## src/rtl/sync_debounce_pkg.sv

```systemverilog
// Shared helpers for the sync_debounce block.
package sync_debounce_pkg;

  // Counter width able to hold DEBOUNCE_CYCLES without wrapping.
  function automatic int unsigned cnt_width(input int unsigned debounce_cycles);
    return (debounce_cycles < 1) ? 1 : $clog2(debounce_cycles + 1);
  endfunction

endpackage

```

## src/rtl/sync_debounce_channel.sv

```systemverilog
// One channel: N-flop synchronizer, consecutive-sample debounce filter, edge pulses.
module sync_debounce_channel
  import sync_debounce_pkg::*;
#(
  parameter int unsigned STAGES          = 2,
  parameter int unsigned DEBOUNCE_CYCLES = 4,
  parameter logic        RESET_BIT       = 1'b0
) (
  input  logic clk,
  input  logic resetn,
  input  logic in,
  output logic out,
  output logic rise,
  output logic fall
);

  localparam int unsigned CntW = cnt_width(DEBOUNCE_CYCLES);
  localparam logic [CntW-1:0] CntMax = CntW'(DEBOUNCE_CYCLES - 1);

  logic [STAGES-1:0] sync_q;
  logic              s;
  logic [CntW-1:0]   cnt_q, cnt_d;
  logic              out_q, out_d;
  logic              rise_q, rise_d;
  logic              fall_q, fall_d;

  assign s = sync_q[STAGES-1];

  always_ff @(posedge clk) begin
    if (!resetn) begin
      sync_q <= {STAGES{RESET_BIT}};
      cnt_q  <= '0;
      out_q  <= RESET_BIT;
      rise_q <= 1'b0;
      fall_q <= 1'b0;
    end else begin
      sync_q <= {sync_q[STAGES-2:0], in};
      cnt_q  <= cnt_d;
      out_q  <= out_d;
      rise_q <= rise_d;
      fall_q <= fall_d;
    end
  end

  // Any agreeing sample clears the run, so only consecutive disagreements count.
  always_comb begin
    cnt_d  = '0;
    out_d  = out_q;
    rise_d = 1'b0;
    fall_d = 1'b0;
    if (s != out_q) begin
      if (cnt_q == CntMax) begin
        out_d  = s;
        rise_d = s;
        fall_d = ~s;
      end else begin
        cnt_d = cnt_q + 1'b1;
      end
    end
  end

  assign out  = out_q;
  assign rise = rise_q;
  assign fall = fall_q;

endmodule

```

## src/rtl/sync_debounce.sv

```systemverilog
// Multi-channel synchronizer + debounce + edge detect for async inputs entering clk.
module sync_debounce
  import sync_debounce_pkg::*;
#(
  parameter int unsigned     WIDTH           = 1,
  parameter int unsigned     STAGES          = 2,
  parameter int unsigned     DEBOUNCE_CYCLES = 4,
  parameter logic [WIDTH-1:0] RESET_VALUE    = '0
) (
  input  logic             clk,
  input  logic             resetn,
  input  logic [WIDTH-1:0] in,
  output logic [WIDTH-1:0] out,
  output logic [WIDTH-1:0] rise,
  output logic [WIDTH-1:0] fall
);

  if (STAGES < 2) begin : g_bad_stages
    $error("sync_debounce: STAGES must be >= 2");
  end
  if (DEBOUNCE_CYCLES < 1) begin : g_bad_debounce
    $error("sync_debounce: DEBOUNCE_CYCLES must be >= 1");
  end

  for (genvar i = 0; i < WIDTH; i++) begin : g_ch
    sync_debounce_channel #(
      .STAGES          (STAGES),
      .DEBOUNCE_CYCLES (DEBOUNCE_CYCLES),
      .RESET_BIT       (RESET_VALUE[i])
    ) u_ch (
      .clk    (clk),
      .resetn (resetn),
      .in     (in[i]),
      .out    (out[i]),
      .rise   (rise[i]),
      .fall   (fall[i])
    );
  end

endmodule

```

## config.mk

```make
export PLATFORM = sky130hd
export DESIGN_NAME = sync_debounce
export DESIGN_NICKNAME = d
export VERILOG_FILES = /design/src/rtl/sync_debounce_pkg.sv /design/src/rtl/sync_debounce_channel.sv /design/src/rtl/sync_debounce.sv
export SDC_FILE = /design/constraint.sdc
export NUM_CORES = 1
export LEC_CHECK = 0
export ABC_CLOCK_PERIOD_IN_PS = 1000
export CORE_AREA = 2 2 39 41
export CTS_BUF_LIST = sky130_fd_sc_hd__clkbuf_4 sky130_fd_sc_hd__clkbuf_8
export DETAILED_ROUTE_END_ITERATION = 6
export DIE_AREA = 0 0 41 43
export SETUP_SLACK_MARGIN = 0.5
export SYNTH_ARGS = -nofsm -noshare
export SYNTH_HDL_FRONTEND = slang
export SYNTH_SLANG_ARGS = --single-unit
export TNS_END_PERCENT = 50
```

## constraint.sdc

```tcl
create_clock -name clk -period 1 [get_ports clk]
set_input_delay 0.1 -clock clk [delete_from_list [all_inputs] [get_ports clk]]
set_output_delay 0.1 -clock clk [all_outputs]
set_load 0.01 [all_outputs]
```

==> load_flow_metrics.sql <==
INSERT INTO impl_metrics (metric_group, metric, value, unit) VALUES
('outcome', 'run_status', 'complete, but fails checks', ''),
('outcome', 'violations_in_the_final_reports', 'setup timing', ''),
('clock_network', 'numCtsBuffers', '3', ''),
('clock_network', 'clock_sink_count', '8', ''),
('logic_synthesis', 'synth-seq-area-share', '0.5818', ''),
('grt', 'grt_antenna_before_repair', '0', ''),
('floorplan', 'ioPinCount', '6', ''),
('clock_network', 'clk_transition_reported_paths', '0.05', 'ns'),
('routing', 'detail-route-antenna-nets', '0', ''),
('grt', 'grt_pass1_wl', '931', 'um'),
('grt', 'grt_usage', '0.08359', ''),
('floorplan', 'die_h', '43', 'um'),
('cells_and_area', 'n_fill_cell', '144', ''),
('timing', 'setup_slack', '-0.01459', 'ns'),
('cells_and_area', 'syn_to_final_growth', '59.09', '%'),
('timing', 'total_count_of_hold_check_failures_in_the_final_report', '0', ''),
('routing', 'first_pass_iters', '4', ''),
('power_and_ir_drop', 'static-leakage-power', '0.1551', 'nW'),
('logic_synthesis', 'avgSynthCellArea', '12.51', 'um2'),
('cells_and_area', 'most_common_cell_after_layout_fill_and_taps_aside', 'sky130_fd_sc_hd__dfxtp_1', ''),
('logic_synthesis', 'syn-cell-area', '275.3', 'um2'),
('logic_synthesis', 'ys_types', '11', ''),
('power_and_ir_drop', 'power_per_cell_area', '1352', 'mW/mm2'),
('timing', 'post-route-period-util', '1.015', ''),
('timing', 'timing.final.setup_violations', '2', ''),
('floorplan', 'num_rows', '14', ''),
('routing', 'post-route-drc-count', '0', ''),
('timing', 'finalMaxSlewViolations', '0', ''),
('timing', 'fin_skew', '0.003034', 'ns'),
('cells_and_area', 'final_net_count', '39', ''),
('worst_setup_path', 'startpoint_to_endpoint_class_of_the_critical_path', 'flip-flop to flip-flop', ''),
('worst_setup_path', 'critical_path.startpoint_type', 'flip-flop', ''),
('routing', 'totalWireLength', '522', 'um'),
('clock_network', 'cts_hold_repair.buffers', '0', ''),
('clock_network', 'max-clock-path-buffers', '2', ''),
('logic_synthesis', 'synth.yosys.warnings', '0', ''),
('floorplan', 'start_util', '0.1989', ''),
('worst_setup_path', 'timing.critical_path.fanout_max', '5', ''),
('timing', 'max-slew-margin-rel', '0.8585', ''),
('timing', 'setup_repair_after_global_routing_missed_its_margin', 'true', ''),
('worst_setup_path', 'timing.critical_path.from', 'g_ch[0].u_ch.cnt_q[0]$_SDFF_PP0_', ''),
('grt', 'grt_remaining_overflow', '0', ''),
('routing', 'detail_route.vias_per_cell', '4.146', ''),
('floorplan', 'die_w', '41', 'um'),
('min_path', 'hold_start', 'resetn', ''),
('worst_setup_path', 'required', '1.16', 'ns'),
('floorplan', 'placeableCoreArea', '0.001384', 'mm2'),
('clock_network', 'tritoncts_clock_tree', 'done', ''),
('worst_setup_path', 'timing.rr.start', 'g_ch[0].u_ch.cnt_q[0]$_SDFF_PP0_', ''),
('grt', 'grt_start_max_net_pins', '8', ''),
('timing', 'timing.final.crit_period', '1.015', 'ns'),
('timing', 'maxClockFrequency', '985.6', 'MHz'),
('clock_network', 'clock_tree.htree_level_count', '1', ''),
('worst_setup_path', 'cp_data_arrival_time', '1.17', 'ns'),
('floorplan', 'die-area', '0.001763', 'mm2'),
('worst_setup_path', 'timing.critical_path.to_type', 'flip-flop', ''),
('routing', 'vias', '199', ''),
('cells_and_area', 'final_util', '0.3165', ''),
('power_and_ir_drop', 'worst_ir_drop_vdd', '0.6543', 'mV'),
('routing', 'drt_iter0_drc', '6', ''),
('timing', 'hold_ws', '0.3349', 'ns'),
('placement', 'detailed_place_hpwl', '366', 'um'),
('cells_and_area', 'diodes', '0', ''),
('routing', 'routed_wire_length_per_instance', '10.88', 'um'),
('cells_and_area', 'most-common-layout-cells', 'sky130_fd_sc_hd__dfxtp_1 (4), sky130_fd_sc_hd__clkbuf_4 (3), sky130_fd_sc_hd__dfxtp_2 (3)', ''),
('logic_synthesis', 'netlist_instances', '22', ''),
('clock_network', 'clock_latency_on_the_worst_skew_pair', '0.25', 'ns'),
('cells_and_area', 'post_route_cells_drive_above_1_share', '0.6563', ''),
('timing', 'max_slew.worst_pin.slew', '0.2113', 'ns'),
('clock_network', 'clock_tree.root_cell', 'sky130_fd_sc_hd__clkbuf_4', ''),
('min_path', 'min_path_type', 'input pin to flip-flop', ''),
('logic_synthesis', 'synth_fp_nets', '27', ''),
('grt', 'number_of_global_route_vias_before_repair', '223', ''),
('logic_synthesis', 'ys_seq_elements', '8', ''),
('placement', 'place.port_buffers', '5', ''),
('placement', 'routability_driven_placement_congestion_ratio', '0.5708', ''),
('job', 'timing.max_cap.violations', '0', '');
[synth_stat cells]
| cell | count | area, um2 |
|---|---|---|
| sky130_fd_sc_hd__nand2_1 | 1 | 3.750 |
| sky130_fd_sc_hd__nor2b_1 | 1 | 6.260 |
| sky130_fd_sc_hd__and4bb_2 | 1 | 12.51 |
| sky130_fd_sc_hd__xnor2_1 | 1 | 8.760 |
| sky130_fd_sc_hd__inv_1 | 1 | 3.750 |
| sky130_fd_sc_hd__nor3b_1 | 2 | 15.01 |
| sky130_fd_sc_hd__dfxtp_1 | 8 | 160.2 |
| sky130_fd_sc_hd__ha_1 | 2 | 25.02 |
| sky130_fd_sc_hd__and2_1 | 2 | 12.51 |
| sky130_fd_sc_hd__nor4b_1 | 2 | 17.52 |
| sky130_fd_sc_hd__mux2i_1 | 1 | 10.01 |
[repair_timing]
action                                  in CTS  in global routing
gates resized for setup                     18                  2
hold endpoints to repair                     0                  0
endpoints found under the setup margin      11                 10
pin swaps                                    3                  1
buffers inserted                             1                  0
[final cells by class]
type                       instances  area, um2  area share
multi-input combinational         13      168.9      0.3857
sequential                         8      167.7      0.3829
timing repair buffer               7      55.05      0.1257
clock buffer                       3      22.52     0.05143
tap                               16      20.02     0.04571
inverter                           1      3.754    0.008571
[registers in the layout, indices dropped and copies added (netlist names)]
| signal | flops |
|---|---|
| g_ch.u_ch.sync_q | 2 |
| g_ch.u_ch.cnt_q | 3 |
| g_ch.u_ch.out | 1 |
| g_ch.u_ch.rise | 1 |
| g_ch.u_ch.fall | 1 |
[metal layers]
metal	part of all wire	wire, um	track usage
met5	0	0	0
met4	0	0	0.08000
met3	0.044	23	0.03141
met2	0.52	270	0.1063
met1	0.44	228	0.1006
[critical path: stages, from the launching register on]
cell and delay (ns):
sky130_fd_sc_hd__dfxtp_2 0.33, sky130_fd_sc_hd__ha_4 0.16, sky130_fd_sc_hd__ha_4 0.18, sky130_fd_sc_hd__nor4b_2 0.25
[through the flow]
stage          cell area [um2]    TNS, ns  worst slack, ns  power (mW)  std cells
2_1_floorplan            317.8          0          0.02136      0.3431         22
3_3_place_gp             395.4   -0.01329         -0.01001      0.3541         44
3_5_place_dp             395.4   -0.08587         -0.05221      0.3556         44
4_1_cts                  434.2  -0.005343        -0.005343      0.6001         48
5_1_grt                  437.9    -0.2115         -0.05717      0.6263         48
6_report                 437.9   -0.01621         -0.01459      0.5919         48
[cell families after synthesis]
family,share of synthesized area
flops,0.5818
xor+xnor,0.03182
simple gates,0.2454
fa+ha+maj,0.09089
mux,0.03637
buf+inv,0.01362
[power breakdown]
part	total, mW	switching, mW	leakage, nW	internal (mW)
Combinational	0.0221	0.00749	0.0743	0.0146
Sequential	0.326	0.00424	0.0670	0.322
Clock	0.244	0.106	0.0138	0.137
[path summary, 6_finish.rpt]
kind / end / slack, ns / cells past startpoint
hold / removal: g_ch[0].u_ch.out$_SDFFE_PN0P_ / 0.33 / 2
setup / recovery: g_ch[0].u_ch.cnt_q[0]$_SDFF_PP0_ / -0.01 / 3
setup reg to reg: g_ch[0].u_ch.cnt_q[0]$_SDFF_PP0_ / -0.01 / 3
hold reg to reg: g_ch[0].u_ch.sync_q[1]$_SDFF_PN0_ / 0.44 / 1
No activity file was read; power rests on OpenSTA's default activity.
